$ cat src/rtl/pipeline_ctrl.sv
// Pipeline control: memory-wait FSM, post-redirect flush window, load-use and PPU-send hazards.
// Define PIPELINE_CTRL_TIMEOUT_EN to bound WAIT and emit a one-cycle mem_timeout abort.
//
// state | meaning
// IDLE  | no outstanding memory access
// WAIT  | access in flight, pipeline frozen until mem_ack
// ABORT | timeout build only: one-cycle abort pulse to MEM, then IDLE

module pipeline_ctrl #(
   parameter int FLUSH_CYCLES   = 2,
   parameter int TIMEOUT_CYCLES = 64
) (
   input  logic       clk,
   input  logic       rst_n,
   input  logic [4:0] read_register1_if_id,
   input  logic [4:0] read_register2_if_id,
   input  logic       rd_en_ex,
   input  logic [4:0] write_reg_ex,
   input  logic       branch_taken_ex,
   input  logic       mem_req,
   input  logic       mem_ack,
   input  logic       ppu_send,
   input  logic       ppu_ready,
   output logic       hazard,
   output logic       flush,
   output logic       stall_mem,
   output logic       ppu_valid,
   output logic       mem_timeout
);

   if (FLUSH_CYCLES < 1 || FLUSH_CYCLES > 7) begin : g_bad_flush
      $error("pipeline_ctrl: FLUSH_CYCLES must be 1..7");
   end
   if (TIMEOUT_CYCLES < 2 || TIMEOUT_CYCLES > 255) begin : g_bad_timeout
      $error("pipeline_ctrl: TIMEOUT_CYCLES must be 2..255");
   end

   localparam logic [2:0] FLUSH_LOAD = 3'(FLUSH_CYCLES - 1);

`ifdef PIPELINE_CTRL_TIMEOUT_EN
   typedef enum logic [1:0] {
      MEM_IDLE  = 2'd0,
      MEM_WAIT  = 2'd1,
      MEM_ABORT = 2'd2
   } mem_state_e;

   // The request cycle in IDLE already stalls, so WAIT itself lasts TIMEOUT_CYCLES-1 cycles.
   localparam logic [7:0] WAIT_LOAD = 8'(TIMEOUT_CYCLES - 2);

   logic [7:0] wait_tmr_q, wait_tmr_d;
`else
   typedef enum logic {
      MEM_IDLE = 1'b0,
      MEM_WAIT = 1'b1
   } mem_state_e;
`endif

   mem_state_e state_q, state_d;
   logic [2:0] flush_cnt_q, flush_cnt_d;
   logic       load_use;
   logic       ppu_wait;

   always_ff @(posedge clk or negedge rst_n) begin
      if (!rst_n) begin
         state_q     <= MEM_IDLE;
         flush_cnt_q <= 3'd0;
      end else begin
         state_q     <= state_d;
         flush_cnt_q <= flush_cnt_d;
      end
   end

`ifdef PIPELINE_CTRL_TIMEOUT_EN
   always_ff @(posedge clk or negedge rst_n) begin
      if (!rst_n) begin
         wait_tmr_q <= 8'd0;
      end else begin
         wait_tmr_q <= wait_tmr_d;
      end
   end
`endif

   always_comb begin
      state_d     = state_q;
      stall_mem   = 1'b0;
      mem_timeout = 1'b0;
`ifdef PIPELINE_CTRL_TIMEOUT_EN
      wait_tmr_d  = wait_tmr_q;
`endif
      case (state_q)
         MEM_IDLE: begin
            if (mem_req && !mem_ack) begin
               stall_mem = 1'b1;
               state_d   = MEM_WAIT;
`ifdef PIPELINE_CTRL_TIMEOUT_EN
               wait_tmr_d = WAIT_LOAD;
`endif
            end
         end
         MEM_WAIT: begin
            if (mem_ack) begin
               state_d = MEM_IDLE;
            end else begin
               stall_mem = 1'b1;
`ifdef PIPELINE_CTRL_TIMEOUT_EN
               if (wait_tmr_q == 8'd0) begin
                  state_d = MEM_ABORT;
               end else begin
                  wait_tmr_d = wait_tmr_q - 8'd1;
               end
`endif
            end
         end
`ifdef PIPELINE_CTRL_TIMEOUT_EN
         MEM_ABORT: begin
            mem_timeout = 1'b1;
            state_d     = MEM_IDLE;
         end
`endif
         default: begin
            state_d = MEM_IDLE;
         end
      endcase
   end

   // A redirect seen while stalled keeps flush high but only loads once EX can advance.
   always_comb begin
      flush_cnt_d = flush_cnt_q;
      if (!stall_mem) begin
         if (branch_taken_ex) begin
            flush_cnt_d = FLUSH_LOAD;
         end else if (flush_cnt_q != 3'd0) begin
            flush_cnt_d = flush_cnt_q - 3'd1;
         end
      end
   end

   always_comb begin
      flush    = branch_taken_ex | (flush_cnt_q != 3'd0);
      load_use = rd_en_ex & (write_reg_ex != 5'd0) &
                 ((write_reg_ex == read_register1_if_id) |
                  (write_reg_ex == read_register2_if_id));
      ppu_wait  = ppu_send & ~ppu_ready;
      hazard    = ~stall_mem & ~flush & (load_use | ppu_wait);
      ppu_valid = ppu_send & ppu_ready & ~stall_mem & ~flush & ~load_use;
   end

endmodule

$ cat config.mk
export PLATFORM = sky130hd
export DESIGN_NAME = pipeline_ctrl
export DESIGN_NICKNAME = d
export VERILOG_FILES = /design/src/rtl/pipeline_ctrl.sv
export SDC_FILE = /design/constraint.sdc
export NUM_CORES = 1
export LEC_CHECK = 0
export ABC_AREA = 0
export CAP_MARGIN = 20
export CORE_AREA = 10 10 47 49
export DETAILED_ROUTE_END_ITERATION = 10
export DIE_AREA = 0 0 57 59
export PLACE_DENSITY = 0.67
export SLEW_MARGIN = 20
export SYNTH_ARGS = -nofsm -noshare
export SYNTH_HDL_FRONTEND = slang
export SYNTH_SLANG_ARGS = --single-unit
$ cat constraint.sdc
create_clock -name clk -period 2.05 [get_ports clk]
set_clock_uncertainty 0.15 [all_clocks]
set_input_delay 0.205 -clock clk [delete_from_list [all_inputs] [get_ports clk]]
set_output_delay 0.205 -clock clk [all_outputs]
set_load 0.01 [all_outputs]
======== After elaboration in Yosys (flattened, before gate mapping) ========
Index checks and enable logic that the tools add are counted.
word-level totals
  register bits ........................... 4
  bits in latches ......................... 0
  bits in writable memories ............... 0
  ROM bits ................................ 0
  bits of input ports ..................... 23
  output and inout port bits .............. 5
  word-level logic and storage cells ...... 33
  memories kept ........................... 0
operators by class
  $add $sub $neg .......................... 1
  multiply operators ...................... 0
  div/mod/pow operators ................... 0
  magnitude comparators ................... 0
  eq/ne operators ......................... 2
  shifts and indexed selects .............. 0
  mux-type cells .......................... 5
  bitwise logic cells ..................... 17
  reduce and logical (&&, ||, !) cells .... 6
operator list
  operator               count
  $eq A5 B5 Y1           2
  $and A1 B1 Y1          9
  $mux W3                2
  $not A1 Y1             5
  $reduce_bool A5 Y1     1
  $or A1 B1 Y1           3
  $reduce_bool A3 Y1     1
  $sub A3 B1 Y3 const B  1
  $mux W1                2
  $pmux W1 S2            1
  $reduce_and A2 Y1      1
  $reduce_bool A2 Y1     1
  $logic_and A1 B1 Y1    1
  $logic_not A1 Y1       1

======== Logic depth before layout (Yosys ltp) ========
  word-level depth ........................ 8
  depth in mapped cells ................... 7
  gate-level depth less buffers ........... 7

======== Least setup slack after synthesis ========
No wires, ideal clock.
  path type ............................... register -> output
  start ................................... reg flush_cnt_q[0]
  end ..................................... out hazard
  data arrival time ....................... 1.372 ns
  required time ........................... 1.695 ns
  path slack .............................. 0.323 ns
  stages on the path, launching flop included .. 7
  buffers on the path ..................... 0
  path through ............................ dfrtp_1 -> inv_1 -> ha_1 -> ha_1 -> nand2b_1 -> or3_1 -> o21ai_1
on the way
  longest elaborated chain between the ends .. 5
ends and longest elaborated chain
  item                        RTL line  text
  from (decl)                 59        logic [2:0] flush_cnt_q, flush_cnt_d;
  from (signal assigned)      69        flush_cnt_q <= flush_cnt_d;
  $reduce_bool A3 Y1          139       flush = branch_taken_ex | (flush_cnt_q != 3'd0);
  $or A1 B1 Y1                139
  named net flush             25        output logic flush,
  $not A1 Y1                  144       hazard = ~stall_mem & ~flush & (load_use | ppu_wait);
  $and A1 B1 Y1 (2 in a row)  144
  to (decl)                   24        output logic hazard,
The timed path passes the listed nets, and every way through them passes these cells.

======== Final worst setup path ========
  start ................................... in write_reg_ex[0]
  end ..................................... out ppu_valid
on the way
  longest elaborated chain between the ends .. 5
  elaborated cells on any way between the ends .. 8
  those cells by class .................... 2 x eq/ne; 5 x bitwise; 1 x reduce/logical
ends and longest elaborated chain
  item                                                  RTL line  text
  from (decl)                                           18        input logic [4:0] write_reg_ex,
  $eq A5 B5 Y1 (tied with other cells)                  141       ((write_reg_ex == read_register1_if_id) |
  $or A1 B1 Y1 / $and A1 B1 Y1 (equally long branches)  141, 140
  $and A1 B1 Y1 *                                       140       load_use = rd_en_ex & (write_reg_ex != 5'd0) &
  $not A1 Y1 *                                          145       ppu_valid = ppu_send & ppu_ready & ~stall_mem & ~flush & ~load_use;
  $and A1 B1 Y1 *                                       145
  to (decl)                                             27        output logic ppu_valid,
Mark *: on every way between the ends. The rest lies on a longest branch, timed or not.

==> flow_metrics.env <==
export IMPL_io_pins=28
export IMPL_synth_area_leaders="dfrtp_1 (27%), xor2_1 (24%), ha_1 (6.8%)"
export IMPL_cts_buffer_depth=2
export IMPL_slowest_stage="clkdlybuf4s50_1"
export IMPL_tns_ps=0
export IMPL_grt_pass1_wl_um=1880
export IMPL_status="finished, final reports clean"
export IMPL_yosys_area_share_simple_pct=19.3
export IMPL_path_clk_slew_ps=40
export IMPL_synth_edff_count=0
export IMPL_htreeDepth=1
export IMPL_rsz0062_at_grt="yes"
export IMPL_num_rows=14
export IMPL_yosysTopAreaCell="dfrtp_1"
export IMPL_ys_top_cells_by_count="xor2_1 (10), dfrtp_1 (4), inv_1 (3), nor2_1 (3), nor3_1 (3)"
export IMPL_first_pass_iters=2
export IMPL_drt_wirelength_per_cell_um=12.5
export IMPL_synth_cell_type_count=20
export IMPL_drv_slew=0
export IMPL_insertedDiodeCount=0
export IMPL_ys_async_sr_fraction_pct=100
export IMPL_place_ws_ps=-359
export IMPL_hold_ws_ps=20.4
export IMPL_crit_fanout=3
export IMPL_hold_viol_final=0
export IMPL_cts_tree="done"
export IMPL_crit_cells=6
export IMPL_synth_area_mux_share_pct=0
export IMPL_max_freq_ghz=0.504
export IMPL_cp_required_ps=1690
export IMPL_core_area_um2=1400
export IMPL_fin_crit_sh_pct=96.8
export IMPL_yosysWarnings=0
export IMPL_antenna_found_initial=0
export IMPL_drv_cap=0
export IMPL_antenna_left=0
export IMPL_detailed_place_hpwl_um=1040
export IMPL_r2r_start="flush_cnt_q[0]$_DFFE_PN0P_"
export IMPL_setup_violations=0
export IMPL_start_util_pct=26.3
export IMPL_root_buffer="clkbuf_4"
export IMPL_crit_family="buffers and inverters"
export IMPL_numCtsBuffers=3
export IMPL_hold_class="in2async"
export IMPL_post_route_util_pct=50.2
export IMPL_crit_chain="clkdlybuf4s50_1 > xor2_1 > nor3_1 > a22oi_2 > o2111a_1 > buf_2"
export IMPL_cp_start_kind="primary input"
export IMPL_worstRegToRegCells=8
export IMPL_synth_fa_ha_area_share_pct=6.78
export IMPL_end_kind="output port"
export IMPL_max_vdd_ir_drop_uv=229
export IMPL_ys_seq_area_share_pct=27.1
export IMPL_dr_total_vias=417
export IMPL_reg2reg_slack_ps=470
export IMPL_r2r_end="flush_cnt_q[0]$_DFFE_PN0P_"
export IMPL_grt_max_degree=7
export IMPL_port_buffers=26
export IMPL_ys_seq_elements=4
export IMPL_ys_flop_type="dfrtp_1"
export IMPL_mappedNetlistArea_um2=369
export IMPL_cts_setup_buffers=0
export IMPL_arrival_ps=1630
export IMPL_globalplace_congestion=0.725
export IMPL_yosysMostFrequentCell="xor2_1"
export IMPL_slowest_delay_ps=470
export IMPL_synthXorXnorAreaFrac_pct=23.7
export IMPL_totalWireLength_um=1150
export IMPL_route_detailed_drc=0
export IMPL_drive_gt1_share_pct=22.4
export IMPL_routed_via_density=4.53
export IMPL_power_total_mw=0.405
export IMPL_power_density_nw_per_um2=577
export IMPL_die_w_um=57
export IMPL_synth_top_family_by_area="XOR/XNOR gates"
export IMPL_overflow=0
export IMPL_cts_sinks=4
export IMPL_crit_buf_inv=2
export IMPL_grt_pass1_vias=478
export IMPL_finalNetCount=103
export IMPL_synth_compound_area_share_pct=16.9
export IMPL_area_growth_pct=90.5
export IMPL_grt_util_all_layers_pct=6.94
export IMPL_leakage_nw=0.304
export IMPL_fp_dieH_um=59
export IMPL_fin_crit_ps=1980
export IMPL_synth_avg_cell_area_um2=8.79
export IMPL_criticalPathCategory="in2out"
export IMPL_dieArea_um2=3360
export IMPL_setup_ws_ps=65.4
export IMPL_clk_latency_ps=230
export IMPL_syn_nets=67
export IMPL_synth_top_cell_area_share_pct=27.1
export IMPL_synth_cells=42
export IMPL_initialDrtViolationCount=1
[cell usage in the layout, fill, tap and decap left out, drive strengths merged]
master and count:
a21oi 1, nor2 3, o21ai 2, inv 3, nand3b 1, nand2b 2, o21ba 1, o2111a 1
nand2 2, nor3 3, conb 1, buf 8, or4 1, or3 1, o31ai 2, dlygate4sd2 3
xor2 10, a22oi 1, ha 2, clkbuf 3, clkdlybuf4s50 21, dfrtp 4
[how the worst max path moves through the flow]
stage	startpoint	end	slack [ps]
finish	write_reg_ex[0]	ppu_valid	70
global route	flush_cnt_q[1]$_DFFE_PN0P_	hazard	-1
CTS	flush_cnt_q[0]$_DFFE_PN0P_	hazard	50
detailed placement	write_reg_ex[2]	ppu_valid	-360
global placement	write_reg_ex[2]	ppu_valid	-350
floorplan	flush_cnt_q[0]$_DFFE_PN0P_	hazard	320
[worst register-to-register path, delay by kind of cell (launching register included)]
| kind | cells | cell delay (ps) |
|---|---|---|
| AND/OR/NAND/NOR | 3 | 380 |
| AO/OA/AOI/OAI | 1 | 60 |
| flip-flops | 1 | 330 |
| adder cells (fa/ha/maj) | 2 | 360 |
| buffers and inverters | 2 | 170 |
[stage by stage]
stage | cell area (µm²) | instances
final | 703 | 92
after global routing | 703 | 92
after CTS | 698 | 92
after detailed placement | 687 | 89
after global placement | 687 | 89
after floorplan | 369 | 42
[routing by layer]
layer / global-route usage, % / wire (µm) / up-vias
li1: - / - / 210
met1: 5.76 / 382 / 196
met2: 13.6 / 693 / 11
met4: 4.03 / 0 / 0
met3: 2.58 / 77 / 0
met5: 0 / 0 / -
[power by group]
| group | switching (mW) | leakage, nW | total [mW] | internal (mW) |
|---|---|---|---|---|
| Clock | 0.0298 | 0.0138 | 0.0951 | 0.0653 |
| Sequential | 0.0134 | 0.0496 | 0.118 | 0.105 |
| Combinational | 0.0842 | 0.240 | 0.192 | 0.108 |
[timing repair]
item / in CTS / in global routing
gates resized for setup: 12 / 2
setup endpoints to repair: 3 / 2
hold buffers: 0 / 0
endpoints found under the hold margin: 0 / 0
[sequential cells by signal (all words and copies together) (netlist names)]
signal,flops
state_q,1
flush_cnt_q,3
[final cells by class]
class,count,area (µm²)
Timing Repair Buffer,32,292
Tap cell,16,20.0
Inverter,3,11.3
Multi-Input combinational cell,34,258
Clock buffer,3,22.5
Fill cell,160,698
Sequential cell,4,100
[cell families after synthesis]
kind of cell / after synthesis
DFF: 4
adders and majority gates: 2
AOI/OAI and AO/OA: 8
other: 1
buffers and inverters: 4
xor gates and xnor gates: 10
and+or+nand+nor: 13
Power figures use the tool's default switching activity.
